$ cat src/rtl/apb_arbiter.sv
// Two-requester round-robin arbiter driving a single APB master port.
// Optional ACCESS timeout enabled by defining APB_ARBITER_TIMEOUT_EN.
module apb_arbiter #(
    parameter int APB_AW  = 32,
    parameter int APB_DW  = 8,
    parameter int TIMEOUT = 16
) (
    input  logic              PCLK,
    input  logic              PRESETn,
    input  logic [1:0]        i_req,
    input  logic [APB_AW-1:0] i_addr0,
    input  logic [APB_AW-1:0] i_addr1,
    input  logic [1:0]        i_write,
    input  logic [APB_DW-1:0] i_wdata0,
    input  logic [APB_DW-1:0] i_wdata1,
    output logic [1:0]        o_gnt,
    output logic [1:0]        o_done,
    output logic [APB_DW-1:0] o_rdata,
    output logic              o_err,
    output logic [APB_AW-1:0] o_PADDR,
    output logic              o_PWRITE,
    output logic [APB_DW-1:0] o_PWDATA,
    output logic              o_PSEL,
    output logic              o_PENABLE,
    input  logic [APB_DW-1:0] i_PRDATA,
    input  logic              i_PREADY,
    input  logic              i_PSLVERR
);

    if (TIMEOUT < 2) begin : g_bad_timeout
        $error("apb_arbiter: TIMEOUT must be >= 2");
    end

    typedef enum logic [1:0] {S_IDLE, S_SETUP, S_ACCESS} state_t;

    state_t     r_state, w_next;
    logic       r_last;
    logic [1:0] w_elig;
    logic       w_win;
    logic       w_grant;
    logic       w_complete;
    logic       w_timeout;

    // A requester whose done pulse is showing sits out this arbitration round.
    assign w_elig = i_req & ~o_done;
    assign w_win  = (w_elig == 2'b11) ? ~r_last : w_elig[1];

`ifdef APB_ARBITER_TIMEOUT_EN
    localparam int CW = $clog2(TIMEOUT + 1);
    logic [CW-1:0] r_tmo;

    assign w_timeout = (r_state == S_ACCESS) && !i_PREADY && (r_tmo == CW'(TIMEOUT - 1));

    always_ff @(posedge PCLK or negedge PRESETn) begin
        if (!PRESETn) begin
            r_tmo <= '0;
        end else if (r_state == S_SETUP) begin
            r_tmo <= '0;
        end else if (r_state == S_ACCESS && !i_PREADY && !w_timeout) begin
            r_tmo <= r_tmo + 1'b1;
        end
    end
`else
    assign w_timeout = 1'b0;
`endif

    always_ff @(posedge PCLK or negedge PRESETn) begin
        if (!PRESETn) r_state <= S_IDLE;
        else          r_state <= w_next;
    end

    always_comb begin
        w_next     = r_state;
        o_PSEL     = 1'b0;
        o_PENABLE  = 1'b0;
        w_grant    = 1'b0;
        w_complete = 1'b0;
        case (r_state)
            S_IDLE: begin
                if (|w_elig) begin
                    w_next  = S_SETUP;
                    w_grant = 1'b1;
                end
            end
            S_SETUP: begin
                o_PSEL = 1'b1;
                w_next = S_ACCESS;
            end
            S_ACCESS: begin
                o_PSEL    = 1'b1;
                o_PENABLE = 1'b1;
                if (i_PREADY || w_timeout) begin
                    w_complete = 1'b1;
                    w_next     = S_IDLE;
                end
            end
            default: w_next = S_IDLE;
        endcase
    end

    // Bus attributes are captured once at grant so requester input churn never reaches the bus.
    always_ff @(posedge PCLK or negedge PRESETn) begin
        if (!PRESETn) begin
            r_last   <= 1'b1;
            o_gnt    <= 2'b00;
            o_done   <= 2'b00;
            o_rdata  <= '0;
            o_err    <= 1'b0;
            o_PADDR  <= '0;
            o_PWRITE <= 1'b0;
            o_PWDATA <= '0;
        end else begin
            o_done <= 2'b00;
            if (w_grant) begin
                r_last   <= w_win;
                o_gnt    <= w_win ? 2'b10 : 2'b01;
                o_PADDR  <= w_win ? i_addr1 : i_addr0;
                o_PWRITE <= i_write[w_win];
                o_PWDATA <= w_win ? i_wdata1 : i_wdata0;
            end
            if (w_complete) begin
                o_gnt  <= 2'b00;
                o_done <= o_gnt;
                if (i_PREADY) begin
                    o_err   <= i_PSLVERR;
                    o_rdata <= o_PWRITE ? '0 : i_PRDATA;
                end else begin
                    o_err   <= 1'b1;
                    o_rdata <= '0;
                end
            end
        end
    end

endmodule

$ cat config.mk
export PLATFORM = sky130hd
export DESIGN_NAME = apb_arbiter
export DESIGN_NICKNAME = d
export VERILOG_FILES = /design/src/rtl/apb_arbiter.sv
export SDC_FILE = /design/constraint.sdc
export NUM_CORES = 1
export LEC_CHECK = 0
export BUFFER_PORTS_ARGS = -buffer_cell sky130_fd_sc_hd__buf_2
export CAP_MARGIN = 20
export CELL_PAD_IN_SITES_DETAIL_PLACEMENT = 1
export CELL_PAD_IN_SITES_GLOBAL_PLACEMENT = 1
export CORE_MARGIN = 3
export CORE_UTILIZATION = 31
export CTS_CLUSTER_SIZE = 40
export DETAILED_ROUTE_END_ITERATION = 12
export GPL_TIMING_DRIVEN = 0
export PLACE_DENSITY = 0.83
export SETUP_SLACK_MARGIN = 0.5
export SLEW_MARGIN = 40
export SYNTH_ARGS = -nofsm -noshare
export SYNTH_HDL_FRONTEND = slang
export SYNTH_SLANG_ARGS = --single-unit
$ cat constraint.sdc
create_clock -name PCLK -period 1.7 [get_ports PCLK]
set_input_delay 0.51 -clock PCLK [delete_from_list [all_inputs] [get_ports PCLK]]
set_output_delay 0.51 -clock PCLK [all_outputs]
set_load 0.01 [all_outputs]
==> flow_summary_export.csv, run 1 <==
group,metric,value,unit
run_status,status,"complete, no violations",
worst_setup_path,arrival,1.18,ns
synthesis,synth.net_count,390,
floorplanning,dieArea,9610,um2
synthesis,netlist_instances,290,
clock_tree,cts_sinks,57,
route,drtIter0Drc,69,
sta,clock_skew,0.0164,ns
power,power_density,1950,nW/um2
synthesis,syn_avg_cell_area,9.06,um2
worst_setup_path,r2r_end,"r_state[0]$_DFFE_PN0P_",
sta,timing.fmax,0.593,GHz
sta,hold_viol_final,0,
power,switchingPower,4.26,mW
synthesis,ys_types,22,
synthesis,syn_area,2630,um2
route,route.antenna.remaining_nets,0,
floorplanning,core_area,7970,um2
worst_setup_path,r2r_slack,0.02,ns
sta,grt_setup_unrepaired,"yes",
sta,setup_violations,0,
clock_tree,clockBufferDepth,2,
floorplanning,die_h,98.0,um
sta,fin_crit,1.69,ns
floorplanning,start_util,33.0,%
power,leakage,2.51,nW
route,wire_per_inst,22.4,um
worst_setup_path,reg2reg_from,"r_state[1]$_DFFE_PN0P_",
power,combPwrFrac,63.0,%
placed_design,place_congestion,0.817,
power,ir_drop,0.816,mV
clock_tree,clkTransAtPathRegs,0.07,ns
global_routing,grt_remaining_overflow,0,
synthesis,ys_warn_count,0,
sta,tns,0,ns
finish,syn_to_final_growth,102,%
route,drc,0,
worst_setup_path,critPathCapture,"o_PENABLE",
global_routing,antenna_found_initial,2,
sta,max_slew_margin,68.0,%
finish,drive_gt1_share,66.2,%
route,firstDrtPassIters,4,
sta,slew_viol_final,0,
worst_setup_path,end_kind,"output pin",
global_routing,grt.total_usage,22.6,%
power,swShare,41.3,%
floorplanning,dieWidth,98.0,um
placed_design,hpwl,6740,um
sta,finalCritPeriodShare,99.1,%
clock_tree,numCtsBuffers,9,
min_path,hp-class,"input pin to asynchronous set/reset pin",
global_routing,grt_max_degree,58,
sta,tightest_slew,0.474,ns
clock_tree,cts_max_level,3,
worst_setup_path,setup.worst_path.class,"flop to output pin",
power,clkPwrFrac,12.8,%
route,via_count,3260,
synthesis,synth-seq-cells,57,
clock_tree,cts_tree,"yes",
global_routing,grt_pass1_wl,17400,um
route,wirelength,14300,um
clock_tree,cts_root_buf,"clkbuf_8",
synthesis,seq_area_frac_synth,54.4,%
power,intPower,6.06,mW
floorplanning,top_level_ports,152,
floorplanning,fp-row-count,32,
worst_setup_path,critPathMaxFanout,3,
flow_run,drv_cap,0,
worst_setup_path,reg2reg_depth,6,
finish,final_nets,628,
worst_setup_path,crit_start,"r_state[1]$_DFFE_PN0P_",
placed_design,port-buffer-count,151,
finish,final_util,66.6,%
route,vias_per_cell,5.12,
finish,fillers,882,
clock_tree,clock_latency,0.34,ns
worst_setup_path,cp.required,1.19,ns
worst_setup_path,cp-start-kind,"flop",
global_routing,grt_pass1_vias,3411,
power,seq_power_share,24.3,%
timing repair:
action | CTS | global route
endpoints found under the setup margin | 111 | 111
pin swaps | 84 | 15
setup buffers | 36 | 29
hold buffers | 0 | 0
resized for setup | 108 | 67
cloned | 10 | 0
hold endpoints to repair | 0 | 0
synthesized netlist by cell type, drive strengths merged:
library cell | n | area [um2]
nor2 | 42 | 158
mux2 | 3 | 33.8
a21oi | 85 | 425
inv | 2 | 7.51
a22o | 1 | 8.76
dfrtp | 56 | 1400
nand2 | 51 | 191
nand3b | 1 | 7.51
ha | 4 | 50.1
nor2b | 3 | 33.8
a22oi | 1 | 7.51
o21a | 1 | 7.51
buf | 17 | 141
o21ai | 10 | 53.8
and3 | 2 | 12.5
and2 | 1 | 6.26
nand2b | 8 | 50.1
clkbuf | 1 | 3.75
dfstp | 1 | 26.3
how the worst min path moves through the flow:
stage,from,to,slack (ns),depth (start not counted)
2_1_floorplan,PRESETn,o_PADDR[0]$_DFFE_PN0P_,0.21,0
3_3_place_gp,o_rdata[0]$_DFFE_PN0N_,o_rdata[0]$_DFFE_PN0N_,0.46,2
3_5_place_dp,o_rdata[0]$_DFFE_PN0N_,o_rdata[0]$_DFFE_PN0N_,0.48,2
4_1_cts,PRESETn,o_rdata[5]$_DFFE_PN0N_,0.27,1
5_1_grt,PRESETn,o_PADDR[31]$_DFFE_PN0P_,0.03,1
6_report,PRESETn,o_PADDR[31]$_DFFE_PN0P_,0.04,1
stage by stage:
| step | hold slack (ns) | instances | setup WS (ns) | total power, mW | instance area (um2) |
|---|---|---|---|---|---|
| finish | 0.0388 | 637 | 0.0147 | 10.3 | 5310 |
| global route | 0.0308 | 637 | -0.0371 | 10.8 | 5310 |
| CTS | 0.266 | 605 | 0.0192 | 8.78 | 4720 |
| detailed placement | 0.478 | 543 | -0.0298 | 5.79 | 3550 |
| global placement | 0.458 | 543 | -0.0271 | 5.61 | 3550 |
| floorplan | 0.214 | 290 | 0.355 | 4.42 | 2670 |
final cells by class:
class / instances / area [um2] / area share [%]
Timing Repair Buffer: 227 / 1680 / 31.6
Multi-Input combinational cell: 213 / 1610 / 30.4
Sequential cell: 57 / 1430 / 26.9
Buffer: 18 / 251 / 4.74
Clock buffer: 11 / 141 / 2.67
Tap cell: 102 / 128 / 2.41
Clock inverter: 5 / 55.1 / 1.04
Inverter: 2 / 7.51 / 0.142
Antenna cell: 2 / 5.00 / 0.0943
layer usage:
| metal | wire length (um) | track usage [%] | vias to the layer above |
|---|---|---|---|
| met2 | 7800 | 40.9 | 145 |
| met3 | 812 | 5.36 | 31 |
| met4 | 382 | 7.35 | 0 |
| met1 | 5270 | 26.1 | 1632 |
| li1 | - | - | 1452 |
| met5 | 0 | 0 | - |
worst max-delay path, stage by stage (launching register included):
cell     delay, ns
dfrtp_1       0.42
buf_4         0.16
ha_4          0.16
buf_6         0.12
placed cells by master (no fill, tap or decap), types with 2 or more instances in the layout:
cell type / count
buf_6: 23
clkinvlp_4: 2
nor2b_4: 2
a21oi_2: 45
buf_16: 8
buf_2: 139
a21oi_1: 15
nand2_8: 2
ha_1: 2
clkinv_2: 2
nor2_1: 40
buf_8: 8
a21oi_4: 25
o21ai_0: 5
buf_4: 56
buf_12: 10
inv_2: 2
mux2_4: 2
nor2_2: 2
o21ai_1: 3
and3_1: 2
ha_4: 2
nand2_1: 46
clkbuf_8: 11
nand2b_1: 8
nand2_4: 2
diode_2: 2
dfrtp_1: 55
flip-flops by register name (all words and copies together), names as in the netlist:
register and cells:
o_PWRITE 1, o_rdata 8, r_state 2, r_last 1, o_done 2, o_err 1, o_PADDR 32, o_gnt 2
o_PWDATA 8
power by group through the flow:
stage	combinational (mW)	clock, mW	sequential (mW)
after floorplan	1.70	0	2.72
after global placement	3.20	0	2.41
after detailed placement	3.33	0	2.45
after CTS	5.08	1.30	2.40
after global routing	6.88	1.40	2.57
final	6.50	1.32	2.51
kinds of logic (layout without fill, tap and decap cells):
| group | after synthesis | count (layout) | synth area share (%) |
|---|---|---|---|
| simple gates | 108 | 108 | 17.5 |
| other cells | 0 | 2 | 0 |
| fa+ha+maj | 4 | 4 | 1.91 |
| flops | 57 | 57 | 54.4 |
| compound gates | 98 | 98 | 19.2 |
| mux | 3 | 3 | 1.29 |
| buf+inv | 20 | 263 | 5.81 |
(Power assumes the default switching activity.)
==> run 2, diff against run 1 <==
CORE_MARGIN = 5   (was 3)
CORE_UTILIZATION = 28   (was 31)
PLACE_DENSITY = 0.8   (was 0.83)
clock period = 1.41 ns   (was 1.7 ns; I/O delays follow)
==> run 2 against run 1 <==
  * The run now ends with setup timing left
  * Design area grew 2.7%
  * Register-to-register slack lost 0.18 ns
  * Combinational power grew 14%
  * Die area grew 19%
  * Total power grew 19%
  * Largest power group unchanged
  * Sequential power grew 19%
  * Critical path type unchanged
  * Critical path depth is the same
  * Clock skew shrank 0.0053 ns
  * First-iteration DRC count shrank 4.3%
==> flow_summary_export.csv, run 2 (same netlist as run 1, synthesis figures left out) <==
group,metric,value,unit
floorplanning,die_h,107,um
floorplanning,start_util,28.6,%
finish,top_register,"o_PADDR",
worst_setup_path,cp.required,0.99,ns
clock_tree,cts_tree,"yes",
worst_setup_path,slowest_stage,"dfrtp_1",
worst_setup_path,slowest_delay,0.42,ns
finish,design_area,5450,um2
sta,worst_slack,-0.184,ns
clock_tree,clock_latency,0.33,ns
flow_run,drv_cap,0,
finish,drive_gt1_share,71.0,%
route,vias_per_cell,4.67,
floorplanning,dieWidth,107,um
sta,max_slew_margin,62.8,%
route,firstDrtPassIters,4,
clock_tree,clockBufferDepth,2,
sta,slew_viol_final,0,
power,ir_drop,1.14,mV
placed_design,place_congestion,0.736,
floorplanning,core_area,9200,um2
sta,setup_violations,48,
finish,syn_to_final_growth,108,%
sta,finalCritPeriodShare,113,%
worst_setup_path,setup.worst_path.class,"flop to output pin",
sta,grt_setup_unrepaired,"yes",
sta,fin_crit,1.59,ns
global_routing,grt_remaining_overflow,0,
floorplanning,top_level_ports,152,
global_routing,grt_max_degree,58,
sta,timing.fmax,0.628,GHz
clock_tree,hold_buffers,0,
finish,fillers,996,
finish,multi_input_comb_area,1770,um2
finish,final_common_cell,"buf_2",
global_routing,grt_pass1_vias,3293,
power,leakage,2.53,nW
finish,largest_registers,"o_PADDR: 32 flops, o_PWDATA: 8 flops, o_rdata: 8 flops",
global_routing,grt_pass1_wl,16400,um
clock_tree,cts_sinks,57,
clock_tree,cts_root_buf,"clkbuf_8",
clock_tree,cts_max_level,3,
min_path,hp-class,"input pin to asynchronous set/reset pin",
worst_setup_path,path_cells,"buf_6 > ha_4 > buf_6",
global_routing,grt.total_usage,18.1,%
floorplanning,fp-row-count,35,
global_routing,antenna_found_initial,0,
worst_setup_path,arrival,1.17,ns
route,via_count,2973,
finish,final_util,59.3,%
floorplanning,dieArea,11400,um2
clock_tree,numCtsBuffers,9,
worst_setup_path,cpMostUsedCell,"buf_6",
placed_design,place_ws,-0.302,ns
worst_setup_path,cp-start-kind,"flop",
placed_design,port-buffer-count,151,
sta,clock_skew,0.0111,ns
run_status,violations,"setup timing",
sta,hold_viol_final,0,
finish,largest_register_ffs,32,
finish,antenna_cells,0,
placed_design,hpwl,6930,um
route,wirelength,11700,um
route,wire_per_inst,18.4,um
power,finalPower,12.3,mW
finish,final_nets,620,
placed_design,place_area,3680,um2
sta,tightest_slew,0.558,ns
clock_tree,clkTransAtPathRegs,0.07,ns
power,power_density,2260,nW/um2
run_status,status,"complete, but fails checks",
finish,most-common-layout-cells,"buf_2, dfrtp_1, buf_4",
route,route.antenna.remaining_nets,0,
finish,seqCellArea,1430,um2
route,drc,0,
route,drtIter0Drc,66,
worst_setup_path,end_kind,"output pin",
worst_setup_path,critPathMaxFanout,3,
-- run 2: path summary, 6_finish.rpt --
| path | start | depth (start not counted) | slack (ns) | endpoint |
|---|---|---|---|---|
| hold / removal | PRESETn | 1 | 0.05 | o_PADDR[24]$_DFFE_PN0P_ |
| hold reg to reg | o_PADDR[7]$_DFFE_PN0P_ | 2 | 0.53 | o_PADDR[7]$_DFFE_PN0P_ |
| min in group PCLK | i_wdata0[4] | 3 | 0.32 | o_PWDATA[4]$_DFFE_PN0P_ |
| setup reg to reg | r_last$_DFFE_PN1P_ | 7 | -0.16 | o_PADDR[18]$_DFFE_PN0P_ |
| max in group asynchronous | PRESETn | 1 | 0.92 | o_PWRITE$_DFFE_PN0P_ |
| setup / recovery | r_state[1]$_DFFE_PN0P_ | 3 | -0.18 | o_PENABLE |
-- run 2: cell type report --
type                       count  share of cell area, %
clock buffer                  11                   2.59
buffer                        18                   4.87
multi-input combinational    214                   32.5
timing repair buffer         218                   29.2
sequential                    57                   26.2
tap                          111                   2.55
clock inverter                 5                   1.88
inverter                       2                  0.138
-- run 2: where the power goes --
part	internal (mW)	switching (mW)	total (mW)
combinational	3.87	3.56	7.43
sequential	2.47	0.512	2.98
clock	1.22	0.694	1.92
total	7.55	4.77	12.3
-- run 2: timing repair --
action,4_1_cts,5_1_grt
cloned,6,5
gates resized for setup,80,112
setup buffers,31,26
pin swaps,39,43
setup endpoints to repair,113,113
-- run 2: metal layers --
layer / GRT usage [%] / routed length [um] / vias to the layer above / share of wire [%]
met5: 0 / 0 / - / 0
met4: 5.39 / 121 / 0 / 1.0
met3: 3.79 / 479 / 12 / 4.1
met2: 33.2 / 6370 / 88 / 54
met1: 21.2 / 4740 / 1442 / 40
li1: - / - / 1431 / -
-- run 2: stage by stage --
step | TNS [ns] | hold slack, ns | std cells
4_1_cts | -2.01 | 0.178 | 605
5_1_grt | -4.77 | 0.0847 | 636
3_5_place_dp | -10.23 | 0.471 | 552
3_3_place_gp | -20.95 | 0.461 | 552
6_report | -3.44 | 0.0521 | 636
2_1_floorplan | 0 | 0.127 | 290
-- run 2: worst max-delay path, delay by kind of cell (launching register included) --
family / cells / cell delay (ns)
flops: 1 / 0.42
buf+inv: 2 / 0.26
fa+ha+maj: 1 / 0.17
==> run 3, diff against run 2 <==
CORE_UTILIZATION = 31   (was 28)
PLACE_DENSITY = 0.83   (was 0.8)
clock period = 1.5 ns   (was 1.41 ns; I/O delays follow)
==> run 3 against run 2 <==
  * The run still ends with setup timing left
  * Routed wire length down 2.5%
  * Design area shrank 8.6%
  * Clock skew is essentially flat
  * Final cell count down 3.1%
  * Via count rose by 1.2%
  * Worst setup slack better by 0.059 ns
  * Combinational power shrank 13%
  * Core utilization rose by 1.4 points
  * Sequential power fell by 6%
  * Critical path type unchanged
  * Largest power group unchanged
==> flow_summary_export.csv, run 3 (same netlist as run 1, synthesis figures left out) <==
group,metric,value,unit
run_status,status,"complete, but fails checks",
run_status,violations,"setup timing",
placed_design,hpwl,6900,um
clock_tree,numCtsBuffers,9,
finish,fillers,949,
global_routing,grt_pass1_vias,3236,
route,via_count,3009,
worst_setup_path,slowest_delay,0.40,ns
placed_design,place_ws,-0.179,ns
clock_tree,cts_max_level,3,
finish,drive_gt1_share,62.4,%
clock_tree,clock_latency,0.34,ns
worst_setup_path,slowest_stage,"dfrtp_1",
clock_tree,clockBufferDepth,2,
power,ir_drop,1.03,mV
sta,fin_crit,1.62,ns
route,drc,0,
finish,top_register,"o_PADDR",
finish,antenna_cells,0,
floorplanning,core_area,8220,um2
sta,slew_viol_final,0,
finish,most-common-layout-cells,"buf_2, dfrtp_1, nand2_1",
sta,tightest_slew,0.566,ns
clock_tree,cts_sinks,57,
global_routing,grt_pass1_wl,16300,um
route,drtIter0Drc,52,
finish,multi_input_comb_area,1520,um2
sta,hold_viol_final,0,
route,route.antenna.remaining_nets,0,
finish,largest_registers,"o_PADDR: 32 flops, o_PWDATA: 8 flops, o_rdata: 8 flops",
global_routing,grt_max_degree,58,
sta,finalCritPeriodShare,108,%
route,vias_per_cell,4.88,
worst_setup_path,setup.worst_path.class,"flop to output pin",
clock_tree,clkTransAtPathRegs,0.07,ns
sta,grt_setup_unrepaired,"yes",
finish,syn_to_final_growth,89.7,%
sta,timing.fmax,0.616,GHz
floorplanning,top_level_ports,152,
route,drt-met1-wl,4390,um
min_path,hp-class,"input pin to asynchronous set/reset pin",
finish,final_util,60.6,%
sta,max_slew_margin,62.2,%
worst_setup_path,arrival,1.17,ns
global_routing,antenna_found_initial,0,
sta,hold_slack,0.0659,ns
sta,worst_slack,-0.124,ns
floorplanning,die_h,102,um
route,wirelength,11400,um
clock_tree,cts_tree,"yes",
floorplanning,dieArea,10400,um2
route,wire_per_inst,18.5,um
route,routed-wl-met3,625,um
floorplanning,dieWidth,102,um
power,power_density,2110,nW/um2
placed_design,place_congestion,0.765,
sta,clock_skew,0.0112,ns
route,highest_layer,"met4",
floorplanning,start_util,32.0,%
clock_tree,cts_root_buf,"clkbuf_8",
power,leakage,2.37,nW
global_routing,grt_remaining_overflow,0,
finish,seqCellArea,1430,um2
route,dr_wl_met2,6270,um
global_routing,grt.total_usage,20.3,%
worst_setup_path,critPathMaxFanout,3,
worst_setup_path,cp.required,1.05,ns
route,firstDrtPassIters,4,
sta,setup_violations,11,
finish,largest_register_ffs,32,
finish,final_nets,607,
floorplanning,fp-row-count,33,
worst_setup_path,end_kind,"output pin",
worst_setup_path,cp-start-kind,"flop",
flow_run,drv_cap,0,
placed_design,port-buffer-count,151,
worst_setup_path,path_cells,"inv_2 > ha_4 > buf_6",
finish,final_common_cell,"buf_2",
run 3: cell types whose count changed in the layout (fill, tap and decap cells not counted), moves of 4 or more:
cell / change
a21oi_1: +8
a21oi_4: -10
buf_4: -9
buf_6: +4
buf_8: -4
nand2_1: +27
nand2_2: -21
nand2_4: -5
o21ai_0: +9
o21ai_1: -5
o21ai_2: -4
run 3: repair_timing:
| item | CTS | global route |
|---|---|---|
| setup endpoints to repair | 111 | 113 |
| setup buffers | 27 | 18 |
| gates cloned | 7 | 3 |
| endpoints found under the hold margin | 0 | 0 |
| gates resized for setup | 60 | 68 |
| pin swaps | 33 | 14 |
| hold buffers | 0 | 0 |
run 3: where the power goes:
| part | internal, mW | switching (mW) | total (mW) | leakage [nW] |
|---|---|---|---|---|
| combinational | 3.39 | 3.09 | 6.49 | 1.62 |
| sequential | 2.32 | 0.472 | 2.79 | 0.662 |
| clock | 0.624 | 0.633 | 1.26 | 0.0887 |
| total | 6.34 | 4.20 | 10.5 | 2.37 |
run 3: worst max-delay path, delay by kind of cell (launching register included):
kind / cells / cell delay [ns]
DFF: 1 / 0.40
buffers and inverters: 2 / 0.23
adders and majority gates: 1 / 0.21
run 3: final timing paths:
path                                        start                      end  slack [ns]  depth (start not counted)
min in group PCLK                     i_addr0[27]  o_PADDR[27]$_DFFE_PN0P_        0.35                          3
setup / recovery           r_state[0]$_DFFE_PN0P_                   o_PSEL       -0.12                          3
hold / removal                            PRESETn   o_rdata[1]$_DFFE_PN0N_        0.07                          1
hold reg to reg            o_rdata[2]$_DFFE_PN0N_   o_rdata[2]$_DFFE_PN0N_        0.48                          2
setup reg to reg           r_state[1]$_DFFE_PN0P_   r_state[0]$_DFFE_PN0P_       -0.06                          6
max in group asynchronous                 PRESETn     o_PWRITE$_DFFE_PN0P_        1.00                          1
run 3: metrics by stage:
stage	TNS [ns]	total power [mW]	area, um2	cells
6_report	-0.399	10.5	4980	616
5_1_grt	-1.90	11.2	4980	616
4_1_cts	-0.405	9.15	4410	595
3_5_place_dp	-5.56	6.75	3680	546
3_3_place_gp	-14.83	6.54	3670	546
2_1_floorplan	0	5.17	2790	290
run 3: cell type report:
type	count	area share, %
plain buffers	18	5.52
clock buffers	11	2.84
clock inverters	4	0.402
inverters	2	0.151
multi-input cells	213	30.4
flip-flops and latches	57	28.7
well taps	105	2.64
repair buffers	206	29.3
run 3: metal layers:
layer | vias up | track usage [%]
li1 | 1410 | -
met4 | 0 | 7.06
met1 | 1489 | 24.4
met3 | 15 | 4.10
met5 | - | 0
met2 | 95 | 35.9
